File: src/rtl/alu_arbiter_pkg.sv
// Shared ALU definitions: op-code encoding and requester port identifiers.
// Imported by the ALU datapath and by the two-port result arbiter.
package alu_arbiter_pkg;

  typedef enum logic [3:0] {
    OP_ADD  = 4'b0000,
    OP_SUB  = 4'b0001,
    OP_AND  = 4'b0010,
    OP_OR   = 4'b0011,
    OP_XOR  = 4'b0100,
    OP_SLL  = 4'b0101,
    OP_SRL  = 4'b0110,
    OP_SRA  = 4'b0111,
    OP_SLT  = 4'b1000,
    OP_SLTU = 4'b1001
  } alu_op_e;

  typedef logic port_id_t;

  localparam port_id_t PORT0 = 1'b0;
  localparam port_id_t PORT1 = 1'b1;

endpackage

File: src/rtl/alu_arbiter_core.sv
// Purely combinational ALU: one operation per cycle on (a, b, op).
// Undefined op codes produce zero; shift amounts use b[4:0] only.
module alu_core
  import alu_arbiter_pkg::*;
#(
  parameter int WIDTH = 32
) (
  input  logic [WIDTH-1:0] a,
  input  logic [WIDTH-1:0] b,
  input  logic [3:0]       op,
  output logic [WIDTH-1:0] result
);

  logic signed [WIDTH-1:0] a_s;
  logic signed [WIDTH-1:0] b_s;
  logic        [4:0]       shamt;

  assign a_s   = a;
  assign b_s   = b;
  assign shamt = b[4:0];

  always_comb begin
    result = '0;
    case (alu_op_e'(op))
      OP_ADD:  result = a + b;
      OP_SUB:  result = a - b;
      OP_AND:  result = a & b;
      OP_OR:   result = a | b;
      OP_XOR:  result = a ^ b;
      OP_SLL:  result = a << shamt;
      OP_SRL:  result = a >> shamt;
      OP_SRA:  result = a_s >>> shamt;
      OP_SLT:  result = {{(WIDTH-1){1'b0}}, (a_s < b_s)};
      OP_SLTU: result = {{(WIDTH-1){1'b0}}, (a < b)};
      default: result = '0;
    endcase
  end

endmodule

File: src/rtl/alu_arbiter.sv
// Two requesters share one ALU; a single result register feeds a ready/valid
// consumer. Contention is resolved round-robin against the last granted port.
module alu_arbiter
  import alu_arbiter_pkg::*;
#(
  parameter int WIDTH = 32
) (
  input  logic             clk,
  input  logic             rst_n,
  input  logic             req0_valid,
  output logic             req0_ready,
  input  logic [WIDTH-1:0] req0_a,
  input  logic [WIDTH-1:0] req0_b,
  input  logic [3:0]       req0_op,
  input  logic             req1_valid,
  output logic             req1_ready,
  input  logic [WIDTH-1:0] req1_a,
  input  logic [WIDTH-1:0] req1_b,
  input  logic [3:0]       req1_op,
  output logic             rsp_valid,
  input  logic             rsp_ready,
  output logic             rsp_id,
  output logic [WIDTH-1:0] rsp_result,
  output logic             rsp_zero
);

  logic             slot_free;
  logic             grant0;
  logic             grant1;
  port_id_t         ptr;
  port_id_t         sel;
  logic [WIDTH-1:0] op_a;
  logic [WIDTH-1:0] op_b;
  logic [3:0]       op_code;
  logic [WIDTH-1:0] alu_result;

  // Gated by rst_n so no request is acknowledged while reset is held.
  assign slot_free = rst_n && (!rsp_valid || rsp_ready);
  assign grant0    = slot_free && req0_valid && (!req1_valid || (ptr == PORT1));
  assign grant1    = slot_free && req1_valid && (!req0_valid || (ptr == PORT0));

  assign req0_ready = grant0;
  assign req1_ready = grant1;

  assign sel     = grant1 ? PORT1 : PORT0;
  assign op_a    = grant1 ? req1_a  : req0_a;
  assign op_b    = grant1 ? req1_b  : req0_b;
  assign op_code = grant1 ? req1_op : req0_op;

  alu_core #(
    .WIDTH (WIDTH)
  ) u_alu_core (
    .a      (op_a),
    .b      (op_b),
    .op     (op_code),
    .result (alu_result)
  );

  // Stage p0 -> p1: grant mux + ALU into the held result register.
  always_ff @(posedge clk or negedge rst_n) begin
    if (!rst_n) begin
      rsp_valid  <= 1'b0;
      rsp_id     <= PORT0;
      rsp_result <= '0;
      ptr        <= PORT1;
    end else if (grant0 || grant1) begin
      rsp_valid  <= 1'b1;
      rsp_id     <= sel;
      rsp_result <= alu_result;
      ptr        <= sel;
    end else if (rsp_ready) begin
      rsp_valid  <= 1'b0;
    end
  end

  assign rsp_zero = (rsp_result == '0);

endmodule
File: config.mk
export PLATFORM = sky130hd
export DESIGN_NAME = alu_arbiter
export DESIGN_NICKNAME = d
export VERILOG_FILES = /design/src/rtl/alu_arbiter_pkg.sv /design/src/rtl/alu_arbiter_core.sv /design/src/rtl/alu_arbiter.sv
export SDC_FILE = /design/constraint.sdc
export NUM_CORES = 1
export LEC_CHECK = 0
export BUFFER_PORTS_ARGS = -buffer_cell sky130_fd_sc_hd__buf_2
export CAP_MARGIN = 5
export CELL_PAD_IN_SITES_DETAIL_PLACEMENT = 1
export CELL_PAD_IN_SITES_GLOBAL_PLACEMENT = 1
export CORE_ASPECT_RATIO = 1.5
export CORE_UTILIZATION = 43
export CTS_CLUSTER_DIAMETER = 60
export DETAILED_ROUTE_END_ITERATION = 6
export PLACE_DENSITY = 0.85
export SETUP_SLACK_MARGIN = 0.1
export SLEW_MARGIN = 20
export SYNTH_ARGS = -nofsm -noshare
export SYNTH_HDL_FRONTEND = slang
export SYNTH_HIERARCHICAL = 1
export SYNTH_SLANG_ARGS = --single-unit
File: constraint.sdc
create_clock -name clk -period 6.7 [get_ports clk]
set_input_delay 0.67 -clock clk [delete_from_list [all_inputs] [get_ports clk]]
set_output_delay 0.67 -clock clk [all_outputs]
set_load 0.05 [all_outputs]
After elaboration in Yosys (flattened, before gate mapping)
Index checks and enable logic that the tools add are counted.

word-level totals
  flip-flop bits (word level) = 35
  bits in latches = 0
  bits in writable memories = 0
  ROM bits = 0
  input port bits = 141
  output and inout bits = 37
  logic and storage cells = 46
  memories kept = 0

cells by class
  add/sub/neg operators = 2
  multiply operators = 0
  divide/modulo/power cells = 0
  order comparisons = 2
  eq/ne operators = 9
  shifts and indexed selects = 3
  multiplexer cells = 7
  bitwise logic cells = 4
  reductions and logical operators = 15

operators with widths
  operator                                             number
  one-hot mux 32 bit (10 select lines)                 1
  less-than comparator 32 bit                          2
  2-to-1 mux 32 bit                                    2
  adder 32 bit                                         1
  AND 32 bit                                           1
  logical NOT 32 bit                                   1
  OR 32 bit                                            1
  left shift 32 x 5 -> 32 bit                          1
  >> shifter 32 x 5 -> 32 bit                          1
  >>> shifter 32 x 5 -> 32 bit                         1
  subtractor 32 bit                                    1
  XOR 32 bit                                           1
  equality test 4 x 3 -> 1 bit, second input constant  4
  equality test 4 x 2 -> 1 bit, second input constant  2
  equality test 4 bit, second input constant           2
  logical AND 1 bit                                    5
  equality test 4 x 1 -> 1 bit, second input constant  1
  logical NOT 4 bit                                    1
  logical OR 1 bit                                     4
  2-to-1 mux 4 bit                                     1
  logical NOT 1 bit                                    3
  2-to-1 mux 1 bit                                     3
  nonzero test 2 bit                                   1
  inverter 1 bit                                       1

Depth between registers and ports, before layout
  depth after elaboration = 8
  depth in mapped cells = 19
  gate-level depth less buffers = 16

Hierarchy
The synthesis kept the hierarchy.

modules (own cells, without submodules)
  module       instances  cells each  area an instance (um2)  seq. area each (um2)
  alu_core     1          1231        8280.4                  0.0
  alu_arbiter  1          167         2263.4                  877.1

Worst setup path before layout
No wires, ideal clock.

  kind = input -> register
  from = input rsp_ready
  to = register rsp_result[29]
  library setup time = 125 ps
  arrival time = 4953 ps
  required time = 6575 ps
  setup slack = 1622 ps
  cell stages on the path = 19
  path buffers = 4
  cells stage by stage = nand2b_4 -> nand4_4 -> buf_2 -> mux2_2 -> buf_2 -> inv_2 -> buf_2 -> buf_1 -> ha_1 -> o21ba_1 -> or4_4 -> a311oi_2 -> a211oi_1 -> a21oi_2 -> a41oi_1 -> and4bb_1 -> mux2i_1 -> o211ai_1 -> mux2_2

between the ends
  longest elaborated chain between the ends = 7
  elaborated cells on any way between the ends = 29
  classes of those cells = add/sub: 2; eq/ne: 9; shift: 3; mux: 4; bitwise: 3; reduce/logical: 8

ends and longest elaborated chain
  element                                          RTL line                text
  start: declaration                               alu_arbiter.sv:21       input logic rsp_ready,
  logical OR 1 bit (*)                             alu_arbiter.sv:38       assign slot_free = rst_n && (!rsp_valid || rsp_ready);
  logical AND 1 bit (*)                            alu_arbiter.sv:38
  logical AND 1 bit (*) (2 in series)              alu_arbiter.sv:40       assign grant1 = slot_free && req1_valid && (!req0_valid || (ptr == PORT0));
  2-to-1 mux 32 bit (*)                            alu_arbiter.sv:47       assign op_b = grant1 ? req1_b : req0_b;
  net op_b[1]                                      alu_arbiter.sv:33       logic [WIDTH-1:0] op_b;
  subtractor 32 bit, or another cell as far along  alu_arbiter_core.sv:26  OP_SUB: result = a - b;
  one-hot mux 32 bit (10 select lines) (*)         alu_arbiter_core.sv:24  case (alu_op_e'(op))
  net alu_result[29]                               alu_arbiter.sv:35       logic [WIDTH-1:0] alu_result;
  end signal: assignment                           alu_arbiter.sv:69       rsp_result <= alu_result;
  end: declaration                                 alu_arbiter.sv:23       output logic [WIDTH-1:0] rsp_result,

The timed path passes the listed nets; every way through them passes the cells marked *.
A chain may end at the register's enable or synchronous reset.

Final worst setup path
  from = input req0_valid
  to = register rsp_result[30]

between the ends
  longest elaborated chain between the ends = 6
  elaborated cells on any way between the ends = 28
  classes of those cells = add/sub: 2; eq/ne: 9; shift: 3; mux: 4; bitwise: 3; reduce/logical: 7

ends and longest elaborated chain
  element                                          RTL line                text
  start: declaration                               alu_arbiter.sv:10       input logic req0_valid,
  logical NOT 1 bit (*)                            alu_arbiter.sv:40
  logical OR 1 bit (*)                             alu_arbiter.sv:40
  logical AND 1 bit (*)                            alu_arbiter.sv:40
  2-to-1 mux 32 bit (*)                            alu_arbiter.sv:46       assign op_a = grant1 ? req1_a : req0_a;
  net op_a[15]                                     alu_arbiter.sv:32       logic [WIDTH-1:0] op_a;
  subtractor 32 bit, or another cell as far along  alu_arbiter_core.sv:26
  one-hot mux 32 bit (10 select lines) (*)         alu_arbiter_core.sv:24
  net alu_result[30]                               alu_arbiter.sv:35

Marks and branches as above.

==> flow_metrics.tcl <==
set metrics [dict create \
    outcome "complete, no violations" \
    drc 0 \
    fin_util_pct 49.3 \
    design.core.area_um2 23900 \
    ir_drop_v 0.000132 \
    h-tree-depth 2 \
    cts_tree "done" \
    swShare_pct 57.0 \
    avgViaCountPerCell 6.92 \
    area_delta_synth_final_pct 11.8 \
    fill_cells 3085 \
    mostFrequentLayoutCell "buf_2" \
    wire_per_inst_um 29.1 \
    clkPwrFrac_pct 11.8 \
    path_max_fanout 52 \
    wl_um 53100 \
    via_count 12600 \
    die_w_um 130 \
    synth_edf_count 0 \
    cts_setup_buffers 0 \
    slew_headroom_pct 30.5 \
    setup_viol 0 \
    cap_violations 0 \
    grt_max_degree 86 \
    finalCritPeriodShare_pct 79.3 \
    die_area_um2 25200 \
    leakagePower_nw 5.37 \
    cts_hold_buffers 0 \
    cts.path.max_buffers 2 \
    combPwrFrac_pct 74.1 \
    final_cell_mix "buf_2, nor2_1, nand2_1" \
    powerDensity_nw_per_um2 205 \
    ant_nets 0 \
    grt_pass1_wl_um 80000 \
    syn-cell-area_um2 10500 \
    syn_inst 1398 \
    synth_mux_area_share_pct 24.0 \
    cts.clk_slew.worst_paths_ns 0.08 \
    port-buffer-count 177 \
    yosysWarnings 6 \
    antenna_found_initial 6 \
    pin_count 178 \
    timing.setup.critical_path_class "in -> reg" \
    finalInstanceArea_um2 11800 \
    ys_seq_elements 35 \
    netSwitchingPower_w 0.00137 \
    dp_hpwl_um 40800 \
    seq_power_share_pct 14.1 \
    synth_ff_type "dfrtp_1" \
    synth_top_family_by_area "compound AO/OA/AOI/OAI gates" \
    drt-initial-drc-count 1545 \
    cts_made_buffers 5 \
    grt_usage_pct 42.7 \
    nets 1745 \
    grt_overflow_total 0 \
    final_hold_viol_count 0 \
    die_height_um 194 \
    multiInputGateArea_um2 8830 \
    crit_arrival_ns 5.50 \
    skew_ns 0.0175 \
    startpoint_type "input pin" \
    first_pass_iters 6 \
    slew_viol_final 0 \
    initial_core_util_pct 44.1 \
    fp-row-count 69 \
    async_flop_share_pct 100 \
    min_period_ns 5.31 \
    cts_sinks 35 \
    grt_pass1_vias 12800 \
    synthDistinctLibCells 81 \
    cts_resized 0 \
    synth_simple_gate_area_share_pct 17.4 \
    seq_area_frac_synth_pct 8.32 \
    synth-xor-area-share_pct 1.66 \
    required_ns 6.89 \
    synth_compound_area_share_pct 28.5 \
    cts-root-buf "clkbuf_16" \
    worst_pin_slew_ns 1.03 \
    maxClockFrequency_ghz 0.188 \
    syn-num-nets 1639 \
    synthAdderAreaFrac_pct 12.0 \
    worstSetupEndpointType "register" \
    clk_latency_ns 0.30 \
    tns_ns 0 \
    place_area_um2 11600 \
    avgSynthCellArea_um2 7.54 \
    p_int_w 0.00104 \
    rsz0062_at_grt "false" \
    gp_congestion 1.03 \
    drive_gt1_share_pct 24.9 \
    min_path_type "reg -> reg" \
    regArea_um2 877 \
]
area by class of cell:
| type | instances | area share [%] |
|---|---|---|
| multi-input cells | 1157 | 74.9 |
| inverters | 99 | 3.15 |
| diodes | 3 | 0.0637 |
| repair buffers | 206 | 9.57 |
| clock inverters | 3 | 0.372 |
| flip-flops and latches | 35 | 7.44 |
| clock buffers | 5 | 1.06 |
| well taps | 319 | 3.39 |
worst paths after layout:
kind                            start             end  slack, ns  depth (start not counted)
max                        req0_valid  rsp_result[30]       1.39                         16
min                            rsp_id          rsp_id       0.50                          1
max reg2reg                       ptr  rsp_result[30]       1.45                         16
min reg2reg                    rsp_id          rsp_id       0.50                          1
max in group asynchronous       rst_n   rsp_result[8]       5.79                          2
min in group asynchronous       rst_n  rsp_result[31]       0.51                          2
stage by stage:
stage | total power (W) | setup slack (ns) | instances | hold WS, ns
after floorplan | 0.00151 | 1.62 | 1398 | 0.374
after detailed placement | 0.00205 | 1.29 | 1816 | 0.475
after global routing | 0.00252 | 1.19 | 1824 | 0.518
after CTS | 0.00235 | 1.56 | 1824 | 0.497
after global placement | 0.00202 | 1.38 | 1816 | 0.456
final | 0.00241 | 1.39 | 1827 | 0.498
layer usage:
layer	vias up	global-route usage, %	part of all wire, %
li1	5418	-	-
met2	797	66.6	46
met5	-	1.01	0.073
met3	263	10.1	9.2
met4	6	35.1	9.6
met1	6152	48.8	35
worst max-delay path, stage by stage:
cell and delay, ns:
buf_2 0.12, nand2_1 0.11, nand4_4 0.38, buf_12 0.37, mux2_2 0.43, inv_1 0.13
ha_1 0.47, and4_1 0.31, a221o_1 0.37, o31ai_2 0.53, o21ai_1 0.28, a2111oi_0 0.61
nor2_1 0.13, xnor2_1 0.17, o211ai_1 0.10, mux2_2 0.28
power by group through the flow:
stage	sequential, W	combinational [W]	clock, W
after global routing	0.000345	0.00187	0.000297
after detailed placement	0.000337	0.00172	0
final	0.000339	0.00179	0.000284
after CTS	0.000336	0.00173	0.000287
after global placement	0.000335	0.00168	0
after floorplan	0.000522	0.000984	0
sequential cells by signal, indices dropped and copies added, names as in the netlist:
register / flops
rsp_id: 1
rsp_result: 32
rsp_valid: 1
ptr: 1
cells by family after synthesis:
family | count (synthesis)
AND/OR/NAND/NOR | 392
XOR/XNOR | 20
adder cells (fa/ha/maj) | 100
AO/OA/AOI/OAI | 451
buffers and inverters | 206
multiplexers | 194
flip-flops | 35
cell usage after synthesis, types with 6 or more instances:
cell type	count	area [um^2]
a211o_1	13	114
a211oi_1	22	165
a21o_1	18	135
a21oi_1	98	490
a221o_1	7	70.1
a221oi_1	18	158
a22oi_1	13	97.6
a31oi_1	12	75.1
buf_1	10	37.5
buf_2	19	95.1
buf_4	7	52.6
clkbuf_1	68	255
dfrtp_1	34	851
ha_1	98	1230
inv_1	95	357
mux2_2	98	1100
mux2_4	9	135
mux2i_1	53	531
mux4_2	34	766
nand2_1	111	417
nand2b_1	16	100
nand3_1	21	105
nand4_1	6	37.5
nor2_1	130	488
nor2b_1	13	81.3
nor3_1	39	195
nor4_1	16	100
o2111ai_1	11	96.3
o211ai_1	27	203
o21a_1	8	60.1
o21ai_0	107	536
o21bai_1	12	90.1
o221ai_1	7	61.3
o22ai_1	11	68.8
o311ai_0	7	61.3
o31ai_1	14	105
or3_1	12	75.1
xnor2_1	18	158
Note: power is estimated with default switching activity, not from simulation.
